## src/rtl/fpu_issue_sched.sv

```systemverilog
// Issue scheduler for the multi-cycle FPU: RAW/WAW/writeback-port hazard check plus a retirement shift schedule.
// Latency: grant is combinational in the request cycle; a tracked result retires (wb_valid) exactly lat cycles later.
// Backpressure: a hazarded request is held off via stall; in-flight results always retire and are never stalled or flushed.
module fpu_issue_sched #(
  parameter int NREG    = 32,
  parameter int REG_W   = 5,
  parameter int LAT_W   = 3,
  parameter int MAX_LAT = 7
) (
  input  logic             clk,
  input  logic             reset,
  input  logic             req,
  input  logic [LAT_W-1:0] lat,
  input  logic [REG_W-1:0] dst,
  input  logic             wr_dst,
  input  logic [REG_W-1:0] src1,
  input  logic [REG_W-1:0] src2,
  input  logic             use_src1,
  input  logic             use_src2,
  input  logic             flush,
  output logic             grant,
  output logic             stall,
  output logic             wb_valid,
  output logic [REG_W-1:0] wb_reg,
  output logic [NREG-1:0]  busy_vec,
  output logic [LAT_W:0]   inflight
);

  // Slot k holds an entry that retires k cycles from now; the wb register acts as slot 0.
  logic [NREG-1:0]  busy_q, busy_d;
  logic [LAT_W:0]   inflight_q, inflight_d;
  logic [MAX_LAT:1] slot_vld_q, slot_vld_d;
  logic [REG_W-1:0] slot_tag_q [1:MAX_LAT];
  logic [REG_W-1:0] slot_tag_d [1:MAX_LAT];
  logic             wb_valid_q, wb_valid_d;
  logic [REG_W-1:0] wb_reg_q, wb_reg_d;

  logic [MAX_LAT:1] merged_vld;
  logic [REG_W-1:0] merged_tag [1:MAX_LAT];
  logic [MAX_LAT:0] slot_ahead;
  logic             raw1, raw2, waw, port_hit, hazard, track;
  logic             dup_tag;

  // Index 0 is never occupied, so lat=0 can never report a port collision.
  assign slot_ahead = {slot_vld_q, 1'b0};

  assign raw1     = use_src1 & busy_q[src1];
  assign raw2     = use_src2 & busy_q[src2];
  assign waw      = wr_dst & busy_q[dst];
  assign port_hit = wr_dst & slot_ahead[lat];
  assign hazard   = raw1 | raw2 | waw | port_hit;

  assign grant = req & ~flush & ~hazard;
  assign stall = req & ~flush & ~grant;
  // Only ops with a multi-cycle result and a real destination occupy the write port.
  assign track = grant & wr_dst & (lat != '0);

  assign wb_valid = wb_valid_q;
  assign wb_reg   = wb_reg_q;
  assign busy_vec = busy_q;
  assign inflight = inflight_q;

  // Merge the new entry into its slot, then advance the whole schedule by one cycle.
  always_comb begin
    merged_vld = slot_vld_q;
    for (int k = 1; k <= MAX_LAT; k++) begin
      merged_tag[k] = slot_tag_q[k];
      if (track && (lat == LAT_W'(k))) begin
        merged_vld[k] = 1'b1;
        merged_tag[k] = dst;
      end
    end
    slot_vld_d = '0;
    for (int k = 1; k <= MAX_LAT; k++) begin
      slot_tag_d[k] = '0;
    end
    for (int k = 1; k < MAX_LAT; k++) begin
      slot_vld_d[k] = merged_vld[k+1];
      slot_tag_d[k] = merged_tag[k+1];
    end
    wb_valid_d = merged_vld[1];
    wb_reg_d   = merged_vld[1] ? merged_tag[1] : '0;
  end

  // Scoreboard: a retiring register stays busy through its wb cycle, then clears; a tracked grant sets dst.
  always_comb begin
    busy_d = busy_q;
    if (wb_valid_q) begin
      busy_d[wb_reg_q] = 1'b0;
    end
    if (track) begin
      busy_d[dst] = 1'b1;
    end
    case ({track, wb_valid_q})
      2'b10:   inflight_d = inflight_q + (LAT_W+1)'(1);
      2'b01:   inflight_d = inflight_q - (LAT_W+1)'(1);
      default: inflight_d = inflight_q;
    endcase
  end

  // State registers; reset discards every pending retirement.
  always_ff @(posedge clk) begin
    if (reset) begin
      busy_q     <= '0;
      inflight_q <= '0;
      slot_vld_q <= '0;
      wb_valid_q <= 1'b0;
      wb_reg_q   <= '0;
      for (int k = 1; k <= MAX_LAT; k++) begin
        slot_tag_q[k] <= '0;
      end
    end else begin
      busy_q     <= busy_d;
      inflight_q <= inflight_d;
      slot_vld_q <= slot_vld_d;
      wb_valid_q <= wb_valid_d;
      wb_reg_q   <= wb_reg_d;
      for (int k = 1; k <= MAX_LAT; k++) begin
        slot_tag_q[k] <= slot_tag_d[k];
      end
    end
  end

  // A register may have at most one pending entry anywhere in the schedule.
  always_comb begin
    dup_tag = 1'b0;
    for (int i = 1; i <= MAX_LAT; i++) begin
      if (slot_vld_q[i] && wb_valid_q && (slot_tag_q[i] == wb_reg_q)) dup_tag = 1'b1;
      for (int j = i + 1; j <= MAX_LAT; j++) begin
        if (slot_vld_q[i] && slot_vld_q[j] && (slot_tag_q[i] == slot_tag_q[j])) dup_tag = 1'b1;
      end
    end
  end

  // Consistency checks between scoreboard, counter and schedule.
  always @(posedge clk) begin
    if (!reset) begin
      assert (!dup_tag);
      assert ($countones(busy_q) == int'(inflight_q));
      assert (int'(inflight_q) <= MAX_LAT);
    end
  end

endmodule

```

## config.mk

```make
export PLATFORM = sky130hd
export DESIGN_NAME = fpu_issue_sched
export DESIGN_NICKNAME = d
export VERILOG_FILES = /design/src/rtl/fpu_issue_sched.sv
export SDC_FILE = /design/constraint.sdc
export NUM_CORES = 1
export LEC_CHECK = 0
export ABC_AREA = 1
export BUFFER_PORTS_ARGS = -buffer_cell sky130_fd_sc_hd__buf_2
export CAP_MARGIN = 20
export CORE_MARGIN = 5
export CORE_UTILIZATION = 41
export CTS_BUF_LIST = sky130_fd_sc_hd__clkbuf_16
export CTS_CLUSTER_DIAMETER = 200
export DETAILED_ROUTE_END_ITERATION = 6
export GPL_TIMING_DRIVEN = 0
export SLEW_MARGIN = 20
export SYNTH_ARGS = -nofsm -noshare
export SYNTH_HDL_FRONTEND = slang
export SYNTH_SLANG_ARGS = --single-unit
```

## constraint.sdc

```tcl
create_clock -name clk -period 3.74 [get_ports clk]
set_input_delay 0.748 -clock clk [delete_from_list [all_inputs] [get_ports clk]]
set_output_delay 0.748 -clock clk [all_outputs]
set_load 0.01 [all_outputs]
```

==> impl_summary.txt <==
----------------------------------------------------
[Status]
  Run status ... finished clean

[Setup path]
  Data arrival time of the critical path ... 2510 ps
  Register-to-Register Setup Slack ... 1000 ps
  Slowest cell on the critical path ... sky130_fd_sc_hd__clkbuf_1
  Slowest Stage Delay on Critical Path ... 460 ps
  Most frequent cell on the critical path ... sky130_fd_sc_hd__nand2_1
  Number of buffer and inverter stages on the critical path ... 4
  Critical path origin ... dst[4]
  Worst setup EP type ... output pin
  Capture point of the worst path ... grant
  Worst Path Class, Setup ... in -> out
  Number of cells on the critical path ... 12
  Endpoint required time on the critical path ... 2990 ps
  Cell-by-cell listing of the critical path ... buf_2 -> clkbuf_1 -> nor3_1 -> nand2_1 -> nand2_1 -> nor2_1 -> nand3_1 -> nand2_1 -> nand3_2 -> nor2_4 -> buf_12 -> buf_2
  Crit start category ... input pin
  Biggest fanout along the worst timing path ... 10
  Worst reg2reg path endpoint ... inflight[3]
  Cell type group with the largest total delay on the critical path ... simple AND/OR/NAND/NOR gates
  Path depth of the worst reg2reg path ... 19
  Startpoint of the lowest-slack register-to-register path ... busy_vec[8]

[Timing]
  Tcrit/Tclk final ... 87.0%
  Hold slack final ... 455 ps
  Max-slew violation total from the final report ... 0
  Clock Skew ... 4.98 ps
  Slew @ Worst Pin ... 599 ps
  Clock period minus worst slack ... 3260 ps
  Setup violation total in the final timing report ... 0
  Final hold violations ... 0
  Slew headroom ... 60.1%
  Unrepaired setup endpoints after global routing ... false
  Final TNS setup ... 0 ps
  Max Clk Rate ... 0.307 GHz

[Clocking]
  Deepest clock path buffer count ... 2
  H-tree levels ... 3
  Number of buffers inserted by post-CTS setup repair ... 0
  Total of cells resized after clock tree synthesis ... 0
  Insertion delay of the later-clocked pin in the worst-skew pair ... 340 ps
  Total of hold buffers inserted after clock tree synthesis ... 0
  CTS tree ... built
  Clock input transition at the sequential cells of the worst setup and hold paths ... 50 ps
  Clock buffers created by TritonCTS ... 9
  Num Clock Sinks ... 78
  Clock root buffer master ... sky130_fd_sc_hd__clkbuf_16

[Detailed routing]
  Number of nets with antenna violations after detailed routing ... 0
  Routed wire length ... 14900 µm
  Post-detailed-route via-to-cell ratio ... 5.13
  1st-iter DRT viols ... 324
  Average wire per cell in the routed design ... 15.5 µm
  Post-route DRC ... 0
  Vias after detailed routing ... 4929
  Router iterations before antenna repair ... 5

[Layout]
  Antenna diodes ... 0
  Share of final-layout standard cells stronger than drive strength 1 ... 13.8%
  Commonest cells after routing, fill and taps aside ... sky130_fd_sc_hd__nand2_1, sky130_fd_sc_hd__nor2_1, sky130_fd_sc_hd__nand3_1
  Layout filler cell count ... 1166
  Nets ... 847
  Final standard cell utilization of the core ... 48.8%
  Combined area of the multi-input logic cells ... 2450 µm²
  Design Area, Final ... 5310 µm²
  Synthesis-to-finish area growth ... 15.8%
  Register area ... 1560 µm²
  Leading cell type in the layout, fill and taps excluded ... sky130_fd_sc_hd__nand2_1
  Number of flip-flops in the largest register ... 32

[Floorplan]
  Core ar. ... 10900 µm²
  Die X-Extent ... 116 µm
  Full die area ... 13400 µm²
  Placement row count ... 38
  Ports ... 69
  Vertical extent of the die ... 116 µm
  Initial cell density of the core ... 42.1%

[Synthesis]
  Portion of synthesized cell area occupied by the leading cell type ... 34.1%
  Proportion of synthesized chip area in sequential cells ... 34.1%
  Synthesized-area fraction occupied by adder cells ... 0.819%
  Xor and xnor fraction of the mapped netlist area ... 0.573%
  Post-synthesis register bit count ... 78
  Largest family of logic cells by synthesized area ... simple AND/OR/NAND/NOR gates
  Main area contributors after synthesis ... sky130_fd_sc_hd__dfxtp_1, sky130_fd_sc_hd__nand2_1, sky130_fd_sc_hd__nand3_1, sky130_fd_sc_hd__nor2_1, sky130_fd_sc_hd__inv_1
  Number of nets produced by synthesis ... 775
  Post-synthesis average cell area ... 6.14 µm²
  Compound-cell area share of the yosys netlist ... 8.68%
  Multiplexer area fraction after synthesis ... 0%
  Simple-gate share of the synthesized area ... 43.5%
  Post-synthesis cell type count ... 30
  Most area-hungry cell type in the Yosys netlist ... sky130_fd_sc_hd__dfxtp_1
  Count of synthesis-stage warnings from yosys ... 0
  Cell area after technology mapping ... 4580 µm²
  Synthesized instance count ... 747

[Power]
  Power per cell area ... 337 nW/µm²
  Total chip power ... 0.00179 W
  Leakage dissipation ... 2.52 nW
  Worst voltage drop across the vdd grid ... 194 µV

[GRT]
  Vias in the first global route ... 4612
  Total congestion overflow after global routing ... 0
  Global router's overall resource usage ... 22.7%
  Initial antenna violation count ... 0
  First-pass GRT wire length ... 23800 µm
  Maximum number of pins on one net before global-route repair ... 12

[Placed design]
  Instance area after placement ... 5060 µm²
  HPWL after DPL ... 11300 µm
  Count of input and output buffers ... 61
  Routability cong. ... 0.934

[Flow run]
  Number of violations of the max-capacitance limit ... 0

[Worst hold path]
  Path category of the worst min-delay check ... reg -> reg

----------------------------------------------------
stage by stage:
stage / setup slack [ps] / cells
finish: 484 / 961
global route: 99.1 / 961
CTS: 476 / 961
detailed placement: 190 / 948
global placement: 278 / 948
floorplan: 811 / 747
logic make-up (layout without fill, tap and decap cells):
group | count (synthesis) | count (layout)
AOI/OAI and AO/OA | 78 | 78
and+or+nand+nor | 470 | 470
adders and majority gates | 3 | 3
xor gates and xnor gates | 3 | 3
buffers and inverters | 115 | 189
DFF | 78 | 78
cell type report:
type                    instances  area share, %
plain buffers                  36           5.00
flip-flops and latches         78           29.4
inverters                      79           5.68
clock buffers                   9           4.24
well taps                     140           3.30
repair buffers                 61           5.75
multi-input cells             554           46.2
clock inverters                 4          0.377
per-layer routing:
metal | global-route usage, % | routed length [µm] | up-vias
met5 | 0 | 0 | -
met4 | 9.36 | 379 | 0
met3 | 3.92 | 1010 | 32
met2 | 38.3 | 7080 | 189
met1 | 28.9 | 6400 | 2216
li1 | - | - | 2492
cells in the mapped netlist:
cell type and number:
sky130_fd_sc_hd__nand2_1 248, sky130_fd_sc_hd__nor2_1 108, sky130_fd_sc_hd__nand3_1 84, sky130_fd_sc_hd__dfxtp_1 78, sky130_fd_sc_hd__inv_1 74, sky130_fd_sc_hd__a21oi_1 39
sky130_fd_sc_hd__o21ai_0 35, sky130_fd_sc_hd__buf_2 13, sky130_fd_sc_hd__buf_6 11, sky130_fd_sc_hd__nor3_1 10, sky130_fd_sc_hd__nand4_1 8, sky130_fd_sc_hd__clkbuf_1 7
sky130_fd_sc_hd__nand3_4 4, sky130_fd_sc_hd__buf_4 3, sky130_fd_sc_hd__ha_1 3, sky130_fd_sc_hd__inv_2 3, sky130_fd_sc_hd__nand3b_1 3, sky130_fd_sc_hd__nand2_2 2
sky130_fd_sc_hd__nand3_2 2, sky130_fd_sc_hd__xor2_1 2, sky130_fd_sc_hd__a21boi_0 1, sky130_fd_sc_hd__buf_12 1, sky130_fd_sc_hd__clkbuf_4 1, sky130_fd_sc_hd__clkinv_1 1
sky130_fd_sc_hd__inv_6 1, sky130_fd_sc_hd__nor2_4 1, sky130_fd_sc_hd__o211ai_1 1, sky130_fd_sc_hd__o21ai_1 1, sky130_fd_sc_hd__o31ai_1 1, sky130_fd_sc_hd__xnor2_1 1
report_power, final:
group | internal (W) | switching, W
Sequential | 0.000837 | 0.00000495
Combinational | 0.0000577 | 0.000134
Clock | 0.000431 | 0.000322
Total | 0.00133 | 0.000461
worst register-to-register path: cells and delay by family, from the launching register on:
family | cells | cell delay [ps]
flip-flops | 1 | 360
buffers and inverters | 1 | 50
adder cells (fa/ha/maj) | 1 | 250
AND/OR/NAND/NOR | 13 | 1480
AO/OA/AOI/OAI | 4 | 470
worst min path at each step:
stage / start / endpoint / cells past startpoint
2_1_floorplan: slot_vld_q[4] / slot_vld_q[3] / 2
6_report: slot_vld_q[4] / slot_vld_q[3] / 2
3_5_place_dp: slot_vld_q[6] / slot_vld_q[5] / 2
5_1_grt: slot_vld_q[4] / slot_vld_q[3] / 2
4_1_cts: slot_vld_q[4] / slot_vld_q[3] / 2
3_3_place_gp: slot_vld_q[2] / slot_vld_q[1] / 2
(Power assumes the default switching activity.)
